<file path="config.mk">
export PLATFORM = sky130hd
export DESIGN_NAME = exc_ctrl
export DESIGN_NICKNAME = d
export VERILOG_FILES = /design/src/rtl/exc_ctrl_pkg.sv /design/src/rtl/exc_ctrl_int_sync.sv /design/src/rtl/exc_ctrl.sv
export SDC_FILE = /design/constraint.sdc
export NUM_CORES = 1
export LEC_CHECK = 0
export CORE_ASPECT_RATIO = 1.1
export CORE_MARGIN = 2
export CORE_UTILIZATION = 45
export DETAILED_ROUTE_END_ITERATION = 16
export DONT_BUFFER_PORTS = 1
export HOLD_SLACK_MARGIN = 0.1
export PLACE_DENSITY = 0.71
export SLEW_MARGIN = 30
export SYNTH_ARGS = -nofsm -noshare
export SYNTH_HDL_FRONTEND = slang
export SYNTH_SLANG_ARGS = --single-unit
</file>
<file path="constraint.sdc">
create_clock -name clk -period 5.3 [get_ports clk]
set_clock_uncertainty 0.1 [all_clocks]
set_input_delay 1.06 -clock clk [delete_from_list [all_inputs] [get_ports clk]]
set_output_delay 1.06 -clock clk [all_outputs]
set_load 0.01 [all_outputs]
</file>
<file path="src/rtl/exc_ctrl_pkg.sv">
// Shared CP0 definitions for the exception controller: register addresses,
// ExcCode values, the exception vector and FSM state encodings.
package exc_ctrl_pkg;

   localparam logic [4:0] CP0_STATUS = 5'd12;
   localparam logic [4:0] CP0_CAUSE  = 5'd13;
   localparam logic [4:0] CP0_EPC    = 5'd14;

   localparam logic [4:0] EXC_INT  = 5'h00;
   localparam logic [4:0] EXC_ADEL = 5'h04;
   localparam logic [4:0] EXC_ADES = 5'h05;
   localparam logic [4:0] EXC_SYS  = 5'h08;
   localparam logic [4:0] EXC_BP   = 5'h09;
   localparam logic [4:0] EXC_RI   = 5'h0A;
   localparam logic [4:0] EXC_OV   = 5'h0C;

   localparam logic [31:0] EXC_VECTOR = 32'hBFC0_0380;

   typedef enum logic {
      ST_RUN   = 1'b0,
      ST_FLUSH = 1'b1
   } state_t;

   // Restart address: a delay-slot instruction restarts at its branch.
   function automatic logic [31:0] epc_of(input logic [31:0] pc, input logic bd);
      return bd ? (pc - 32'd4) : pc;
   endfunction

endpackage

</file>
<file path="src/rtl/exc_ctrl_int_sync.sv">
// Two-flop synchroniser bringing asynchronous interrupt lines into clk.
module int_sync #(
   parameter int W = 5
) (
   input  logic         clk,
   input  logic         rst,
   input  logic [W-1:0] i_d,
   output logic [W-1:0] o_q
);

   logic [W-1:0] r_meta;
   logic [W-1:0] r_sync;

   // Metastability stage followed by the stable output stage.
   always_ff @(posedge clk or posedge rst) begin
      if (rst) begin
         r_meta <= '0;
         r_sync <= '0;
      end else begin
         r_meta <= i_d;
         r_sync <= r_meta;
      end
   end

   assign o_q = r_sync;

endmodule

</file>
<file path="src/rtl/exc_ctrl.sv">
// CP0 exception controller: Status/Cause/EPC registers, interrupt/exception/ERET
// acceptance at the MEM stage, and a one-cycle registered pipeline flush.
module exc_ctrl
   import exc_ctrl_pkg::*;
(
   input  logic        clk,
   input  logic        rst,
   input  logic        i_timer_int,
   input  logic [4:0]  i_hw_int,
   input  logic        i_mem_valid,
   input  logic [31:0] i_mem_pc,
   input  logic        i_mem_bd,
   input  logic        i_mem_exc,
   input  logic [4:0]  i_mem_exccode,
   input  logic        i_mem_eret,
   input  logic        i_wen,
   input  logic [4:0]  i_waddr,
   input  logic [31:0] i_wdata,
   input  logic [4:0]  i_raddr,
   output logic [31:0] o_rdata,
   output logic        o_flush,
   output logic [31:0] o_flush_pc,
   output logic        o_exl
);

   logic [7:0]  r_im;
   logic        r_exl;
   logic        r_ie;
   logic [1:0]  r_ip_sw;
   logic        r_bd;
   logic [4:0]  r_exccode;
   logic [31:0] r_epc;
   state_t      r_state;
   logic        r_flush;
   logic [31:0] r_flush_pc;

   logic [4:0]  w_hw_sync;
   logic [7:0]  w_ip;
   logic        w_int_req;
   logic        w_accept;
   logic        w_take_trap;
   logic        w_take_eret;
   logic        w_wr_status;
   logic        w_wr_cause;
   logic        w_wr_epc;

   int_sync #(.W(5)) u_int_sync (
      .clk (clk),
      .rst (rst),
      .i_d (i_hw_int),
      .o_q (w_hw_sync)
   );

   assign w_ip        = {i_timer_int, w_hw_sync, r_ip_sw};
   assign w_int_req   = r_ie & ~r_exl & (|(w_ip & r_im));
   assign w_accept    = (r_state == ST_RUN) & i_mem_valid;
   // Interrupt outranks a synchronous exception, which outranks ERET.
   assign w_take_trap = w_accept & (w_int_req | i_mem_exc);
   assign w_take_eret = w_accept & ~w_take_trap & i_mem_eret;

   assign w_wr_status = i_wen & (i_waddr == CP0_STATUS);
   assign w_wr_cause  = i_wen & (i_waddr == CP0_CAUSE);
   assign w_wr_epc    = i_wen & (i_waddr == CP0_EPC);

   // CP0 register file: MTC0 writes first, accepted events override them.
   always_ff @(posedge clk or posedge rst) begin
      if (rst) begin
         r_im      <= 8'd0;
         r_exl     <= 1'b0;
         r_ie      <= 1'b0;
         r_ip_sw   <= 2'd0;
         r_bd      <= 1'b0;
         r_exccode <= 5'd0;
         r_epc     <= 32'd0;
      end else begin
         if (w_wr_status) begin
            r_im  <= i_wdata[15:8];
            r_exl <= i_wdata[1];
            r_ie  <= i_wdata[0];
         end
         if (w_wr_cause) begin
            r_ip_sw <= i_wdata[9:8];
         end
         if (w_wr_epc) begin
            r_epc <= i_wdata;
         end
         if (w_take_trap) begin
            if (!r_exl) begin
               r_epc <= epc_of(i_mem_pc, i_mem_bd);
               r_bd  <= i_mem_bd;
            end
            r_exccode <= w_int_req ? EXC_INT : i_mem_exccode;
            r_exl     <= 1'b1;
         end else if (w_take_eret) begin
            r_exl <= 1'b0;
         end
      end
   end

   // RUN/FLUSH sequencer with registered flush pulse and redirect target.
   always_ff @(posedge clk or posedge rst) begin
      if (rst) begin
         r_state    <= ST_RUN;
         r_flush    <= 1'b0;
         r_flush_pc <= 32'd0;
      end else begin
         case (r_state)
            ST_RUN: begin
               if (w_take_trap) begin
                  r_state    <= ST_FLUSH;
                  r_flush    <= 1'b1;
                  r_flush_pc <= EXC_VECTOR;
               end else if (w_take_eret) begin
                  r_state    <= ST_FLUSH;
                  r_flush    <= 1'b1;
                  r_flush_pc <= r_epc;
               end else begin
                  r_flush    <= 1'b0;
               end
            end
            ST_FLUSH: begin
               r_state <= ST_RUN;
               r_flush <= 1'b0;
            end
            default: begin
               r_state <= ST_RUN;
               r_flush <= 1'b0;
            end
         endcase
      end
   end

   // MFC0 read mux; reads see pre-edge state with no write bypass.
   always_comb begin
      o_rdata = 32'd0;
      case (i_raddr)
         CP0_STATUS: o_rdata = {16'd0, r_im, 6'd0, r_exl, r_ie};
         CP0_CAUSE:  o_rdata = {r_bd, 15'd0, w_ip, 1'b0, r_exccode, 2'b00};
         CP0_EPC:    o_rdata = r_epc;
         default:    o_rdata = 32'd0;
      endcase
   end

   assign o_flush    = r_flush;
   assign o_flush_pc = r_flush_pc;
   assign o_exl      = r_exl;

endmodule
</file>
# Yosys cells after proc, flatten, opt, wreduce, memory -nomap -nowiden
# Index checks and enable logic that the tools add are counted.
[word_totals] ff_bits=93 word_cells=51 out_inout_bits=66
[op_classes] n_eq_ne=6 add_sub_neg=1 reduce_logical=5 n_mux=14 n_bitwise=14
[ops] operator="32-bit 2-to-1 mux" count=6
[ops] operator="32-bit one-hot mux with 3 select lines" count=1
[ops] operator="32-bit by 3-bit subtractor with 32-bit output, second input constant" count=1
[ops] operator="5-bit by 4-bit == test with 1-bit output, second input constant" count=6
[ops] operator="1-bit bitwise AND" count=9
[ops] operator="8-bit bitwise AND" count=1
[ops] operator="8-bit OR reduction" count=1
[ops] operator="1-bit 2-to-1 mux" count=5
[ops] operator="5-bit 2-to-1 mux" count=1
[ops] operator="2-bit AND reduction" count=2
[ops] operator="1-bit inverter" count=3
[ops] operator="3-bit nonzero test" count=1
[ops] operator="1-bit one-hot mux with 2 select lines" count=1
[ops] operator="2-bit nonzero test" count=1
[ops] operator="1-bit bitwise OR" count=1

# Depth between registers and ports, before layout
[depth] word_depth=11 ltp_mapped=7

# Modules after synthesis
# Synthesis repeated with hierarchy kept, for this count alone.
[unflattened] hier_cells=394 area_unflattened_um2=4669.5
[by_module_without_submodules] module="exc_ctrl" instances=1 seq_area_each_um2=2077.0 cells_each=383 area_per_inst_um2=4415.5
[by_module_without_submodules] module="int_sync" instances=1 seq_area_each_um2=250.2 cells_each=11 area_per_inst_um2=254.0

# Worst setup path after synthesis
# OpenSTA, ideal clock, no wires.
[synth_timing] path_type="input port to output port" startpoint="input port i_raddr[3]" endpoint="output port o_rdata[2]" setup_slack_ps=1985 path_buffers=1 t_arrival_ps=2155 path_stages=4 required_time_ps=4140 cell_sequence="nand2_1 > nor4b_1 > clkbuf_1 > a22o_1"
[synth_via] elab_chain_cells=2 word_cells_on_any_way=4 classes_between="3 x eq/ne; 1 x mux"
[synth_rtl] element="start: declaration" line="exc_ctrl.sv:19" source="input logic [4:0] i_raddr,"
[synth_rtl] element="5-bit by 4-bit == test with 1-bit output" line="exc_ctrl.sv:136" source="case (i_raddr)"
[synth_rtl] element="32-bit one-hot mux with 3 select lines *" line="exc_ctrl.sv:136"
[synth_rtl] element="end: declaration" line="exc_ctrl.sv:20" source="output logic [31:0] o_rdata,"
# Mark *: on every way between the ends. The rest lies on a longest branch, timed or not.

# Worst setup path after layout
[layout_timing] startpoint="input port i_raddr[3]" endpoint="output port o_rdata[31]"
# The elaborated chain is that of the path after synthesis.

==> impl_summary.txt <==
----------------------------------------------------
[Outcome]
  Result of the run ... finished clean

[GRT]
  Overflow left after global routing ... 0
  Number of global-route vias before repair ... 3412
  Pin count of the biggest net entering global routing ... 49
  Antenna violations before repair ... 0
  Global-route wire length before repair ... 18610 um
  Overall track demand over capacity in global routing ... 21.47%

[Job]
  Max-cap violations ... 0

[Timing]
  Slew HR ... 35.23%
  Ratio of final minimum period to clock period ... 68.06%
  Final setup viols ... 0
  Slew of the pin with the lowest slew margin ... 0.9695 ns
  Total negative setup slack ... 0 ns
  Count of endpoints failing hold in the final timing report ... 0
  RSZ-0062 raised after global routing ... false
  Top achievable clock speed ... 0.2772 GHz
  Pins Over Slew Limit ... 0
  Shortest clock period the worst path allows after layout ... 3.607 ns

[Worst setup path]
  CP Launch Type ... primary input
  Crit path largest cell delay ... 0.52 ns
  Worst reg-to-reg setup slack ... 2.67 ns
  Critical path buffers and inverters ... 1
  Data arrival time of the critical path ... 2.45 ns
  Worst setup EP type ... output pin
  Cell family with the largest share of critical-path delay ... simple AND/OR/NAND/NOR gates
  Endpoint of the most critical register-to-register path ... r_epc[25]
  Crit path kind ... primary input to output pin
  Crit path max fanout ... 20
  Launch point of the worst reg-to-reg path ... r_im[6]
  Data required time of the critical path ... 4.14 ns
  Cell with the biggest individual delay on the critical path ... sky130_fd_sc_hd__or3_1
  List of cells traversed by the critical path ... nand2_1 -> or3_1 -> nor2_1 -> buf_4 -> a22o_1
  R2R depth ... 6

[Power]
  Switching Fraction ... 29.10%
  Pint ... 1.579 mW
  Peak supply drop ... 200.6 uV
  Clock power frac ... 31.5%
  Pwr/cell area ... 424.9 nW/um^2
  Seq pwr share ... 51.0%
  Net switching power of the design ... 0.6483 mW
  Static power due to leakage ... 2.021 nW
  Combinational cell fraction of total power ... 17.5%

[Cells and area]
  End-of-flow core utilization ... 50.68%
  Inserted Diodes ... 0
  Fin area ... 5243 sq um
  Post-layout net count ... 488
  Number of cells in the finished layout apart from fillers ... 543
  Area added between synthesis and finish ... 10.35%
  Filler Cell Count ... 968
  Layout cell share with drive strength beyond 1 ... 14.50%

[Floorplan]
  Top-level I/O count ... 158
  Starting density of the core ... 45.92%
  CORE AREA ... 10340 sq um
  Total number of placement rows ... 39
  Vert. Die Dim ... 111.8 um
  Horizontal extent of the die ... 102.0 um
  Die outline area ... 11400 sq um

[Yosys]
  Mean area per synthesized cell ... 12.03 sq um
  Synthesized net count ... 488
  Post-Synthesis Cell Area ... 4751 sq um
  Most used flip-flop cell after synthesis ... sky130_fd_sc_hd__dfrtp_1
  Number of distinct library cells after synthesis ... 51
  Fraction of synthesis flops using an asynchronous set or reset pin ... 100.0%
  Area contributors post-synth ... sky130_fd_sc_hd__dfrtp_1 49%, sky130_fd_sc_hd__mux2i_1 15%, sky130_fd_sc_hd__a22o_1 5.9%
  Sequential area share after synthesis ... 48.99%
  Most area-hungry cell type in the Yosys netlist ... sky130_fd_sc_hd__dfrtp_1
  Count of state elements after synthesis ... 93
  Count of synthesis-stage warnings from yosys ... 0
  Leading post-synthesis cells by instance count ... 93 x sky130_fd_sc_hd__dfrtp_1, 71 x sky130_fd_sc_hd__mux2i_1, 32 x sky130_fd_sc_hd__a22o_1
  Fraction of synthesized cell area taken by the top area cell type ... 48.99%
  Most frequent cell after synthesis ... sky130_fd_sc_hd__dfrtp_1
  Gate Count Post-Synth ... 395
  Number of flops mapped to enable cells by yosys ... 0

[Route]
  Final routed wire length divided by cell count ... 21.90 um
  Routed Antenna Nets ... 0
  Post-detailed-route via-to-cell ratio ... 5.823
  Number of iterations in the first detailed-routing pass ... 5
  Total Wirelength ... 11890 um
  Number of DRC violations after detailed-routing iteration 0 ... 93
  Post-route DRC violation count ... 0
  Vias post-DR ... 3162

[Clock network]
  Root Driver ... sky130_fd_sc_hd__clkbuf_16
  Worst skew pair latency ... 0.34 ns
  Sinks on the clock net ... 93
  Number of buffers created by CTS ... 9
  Number of buffers inserted by post-CTS setup repair ... 0
  Number of instances resized during post-cts repair ... 0
  Number of levels in the clock H-tree ... 3
  CTS clock-pin slew for the worst setup and hold paths ... 0.06 ns
  Maximum buffer depth of the clock tree ... 2
  Clock tree from TritonCTS ... yes
  Hold_buf cts ... 0

[Hold path]
  Number of cells traversed by the worst hold path ... 0
  Hold wc startpoint ... u_int_sync.r_meta[3]
  Hold Path End ... u_int_sync.o_q[3]
  Hold WC Path Type ... flip-flop to flip-flop

[Placed design]
  Half-perimeter wire length after detailed placement ... 8962 um
  Post-detailed-placement cell area ... 4915 sq um
  Number of instances in the placed design ... 527
  Routability congestion estimate from global placement ... 0.8016
  Number of port buffers ... 0

----------------------------------------------------
-- how the worst max path moves through the flow --
stage                           from     endpoint  slack [ns]  cells after the start
final                     i_raddr[3]  o_rdata[31]        1.69                      5
after global routing      i_raddr[3]   o_rdata[4]        1.63                      5
after CTS                 i_raddr[3]   o_rdata[2]        1.72                      5
after detailed placement  i_raddr[3]   o_rdata[2]        1.72                      5
after global placement    i_raddr[3]  o_rdata[31]        1.77                      5
after floorplan                  rst        o_exl        1.72                      1
-- power groups by stage --
| stage | clock, mW | combinational (mW) | sequential, mW |
|---|---|---|---|
| 2_1_floorplan | 0 | 0.332 | 1.08 |
| 3_3_place_gp | 0 | 0.376 | 1.14 |
| 3_5_place_dp | 0 | 0.395 | 1.14 |
| 4_1_cts | 0.720 | 0.398 | 1.13 |
| 5_1_grt | 0.751 | 0.441 | 1.16 |
| 6_report | 0.702 | 0.390 | 1.14 |
-- cells by family (layout without fill, tap and decap cells) --
family	Yosys count	count (layout)	share of synthesized area, %
AND/OR/NAND/NOR	97	97	13.67
flip-flops	93	93	48.99
multiplexers	86	86	18.51
AO/OA/AOI/OAI	63	63	10.56
XOR/XNOR	29	29	5.346
buffers and inverters	26	31	2.660
adder cells (fa/ha/maj)	1	1	0.2633
-- sequential cells by signal, indices dropped and copies added (netlist names) --
register / cells
r_ie: 1
o_exl: 1
r_exccode: 5
r_epc: 32
o_flush_pc: 32
o_flush: 1
r_bd: 1
r_im: 8
u_int_sync.r_meta: 5
u_int_sync.o_q: 5
r_ip_sw: 2
-- routing by layer --
metal / vias to the layer above / part of all wire [%] / track usage, %
met5: - / 0 / 0
met4: 0 / 1.0 / 5.244
met3: 8 / 9.8 / 9.479
met2: 121 / 49 / 34.56
met1: 1579 / 40 / 26.43
li1: 1454 / - / -
-- per-stage QoR --
step	hold slack (ns)	setup slack [ns]	total power [mW]
after detailed placement	0.2347	1.722	1.538
after floorplan	0.2312	1.720	1.413
final	0.2470	1.693	2.228
after global routing	0.2583	1.634	2.353
after global placement	0.2339	1.769	1.512
after CTS	0.2486	1.715	2.252
-- worst register-to-register path, stage by stage (launching register included) --
cell and delay, ns:
sky130_fd_sc_hd__dfrtp_1 0.38, sky130_fd_sc_hd__a22o_1 0.15, sky130_fd_sc_hd__a221oi_1 0.06, sky130_fd_sc_hd__a311o_1 0.42
sky130_fd_sc_hd__a21oi_4 0.79, sky130_fd_sc_hd__buf_4 0.41, sky130_fd_sc_hd__mux2i_1 0.23
-- layout by cell type (no fill, tap or decap), types with 2 or more instances in the layout --
cell,n
sky130_fd_sc_hd__nor4_1,3
sky130_fd_sc_hd__or2_2,2
sky130_fd_sc_hd__mux2i_1,71
sky130_fd_sc_hd__nor4_2,3
sky130_fd_sc_hd__nand2_1,13
sky130_fd_sc_hd__nor3_2,2
sky130_fd_sc_hd__nor2_1,12
sky130_fd_sc_hd__xor2_1,6
sky130_fd_sc_hd__nand2b_1,3
sky130_fd_sc_hd__inv_1,5
sky130_fd_sc_hd__a22o_1,32
sky130_fd_sc_hd__mux2_2,15
sky130_fd_sc_hd__nor4b_2,2
sky130_fd_sc_hd__a22oi_1,2
sky130_fd_sc_hd__bufinv_16,2
sky130_fd_sc_hd__clkbuf_16,9
sky130_fd_sc_hd__buf_4,8
sky130_fd_sc_hd__dfrtp_1,93
sky130_fd_sc_hd__o21ai_0,12
sky130_fd_sc_hd__o22a_1,12
sky130_fd_sc_hd__nand3_1,4
sky130_fd_sc_hd__or3_1,3
sky130_fd_sc_hd__clkbuf_8,2
sky130_fd_sc_hd__nand4_1,4
sky130_fd_sc_hd__xnor2_1,23
sky130_fd_sc_hd__nor3_1,13
sky130_fd_sc_hd__clkbuf_1,2
sky130_fd_sc_hd__and2_1,17
-- layout make-up --
class | instances | area [sq um] | share of cell area, %
well taps | 143 | 178.9 | 3.413
inverters | 7 | 28.78 | 0.5489
clock buffers | 13 | 260.3 | 4.964
repair buffers | 8 | 60.06 | 1.146
flip-flops and latches | 93 | 2327 | 44.39
multi-input cells | 276 | 2320 | 44.25
clock inverters | 3 | 67.56 | 1.289
No activity file was read; power rests on OpenSTA's default activity.
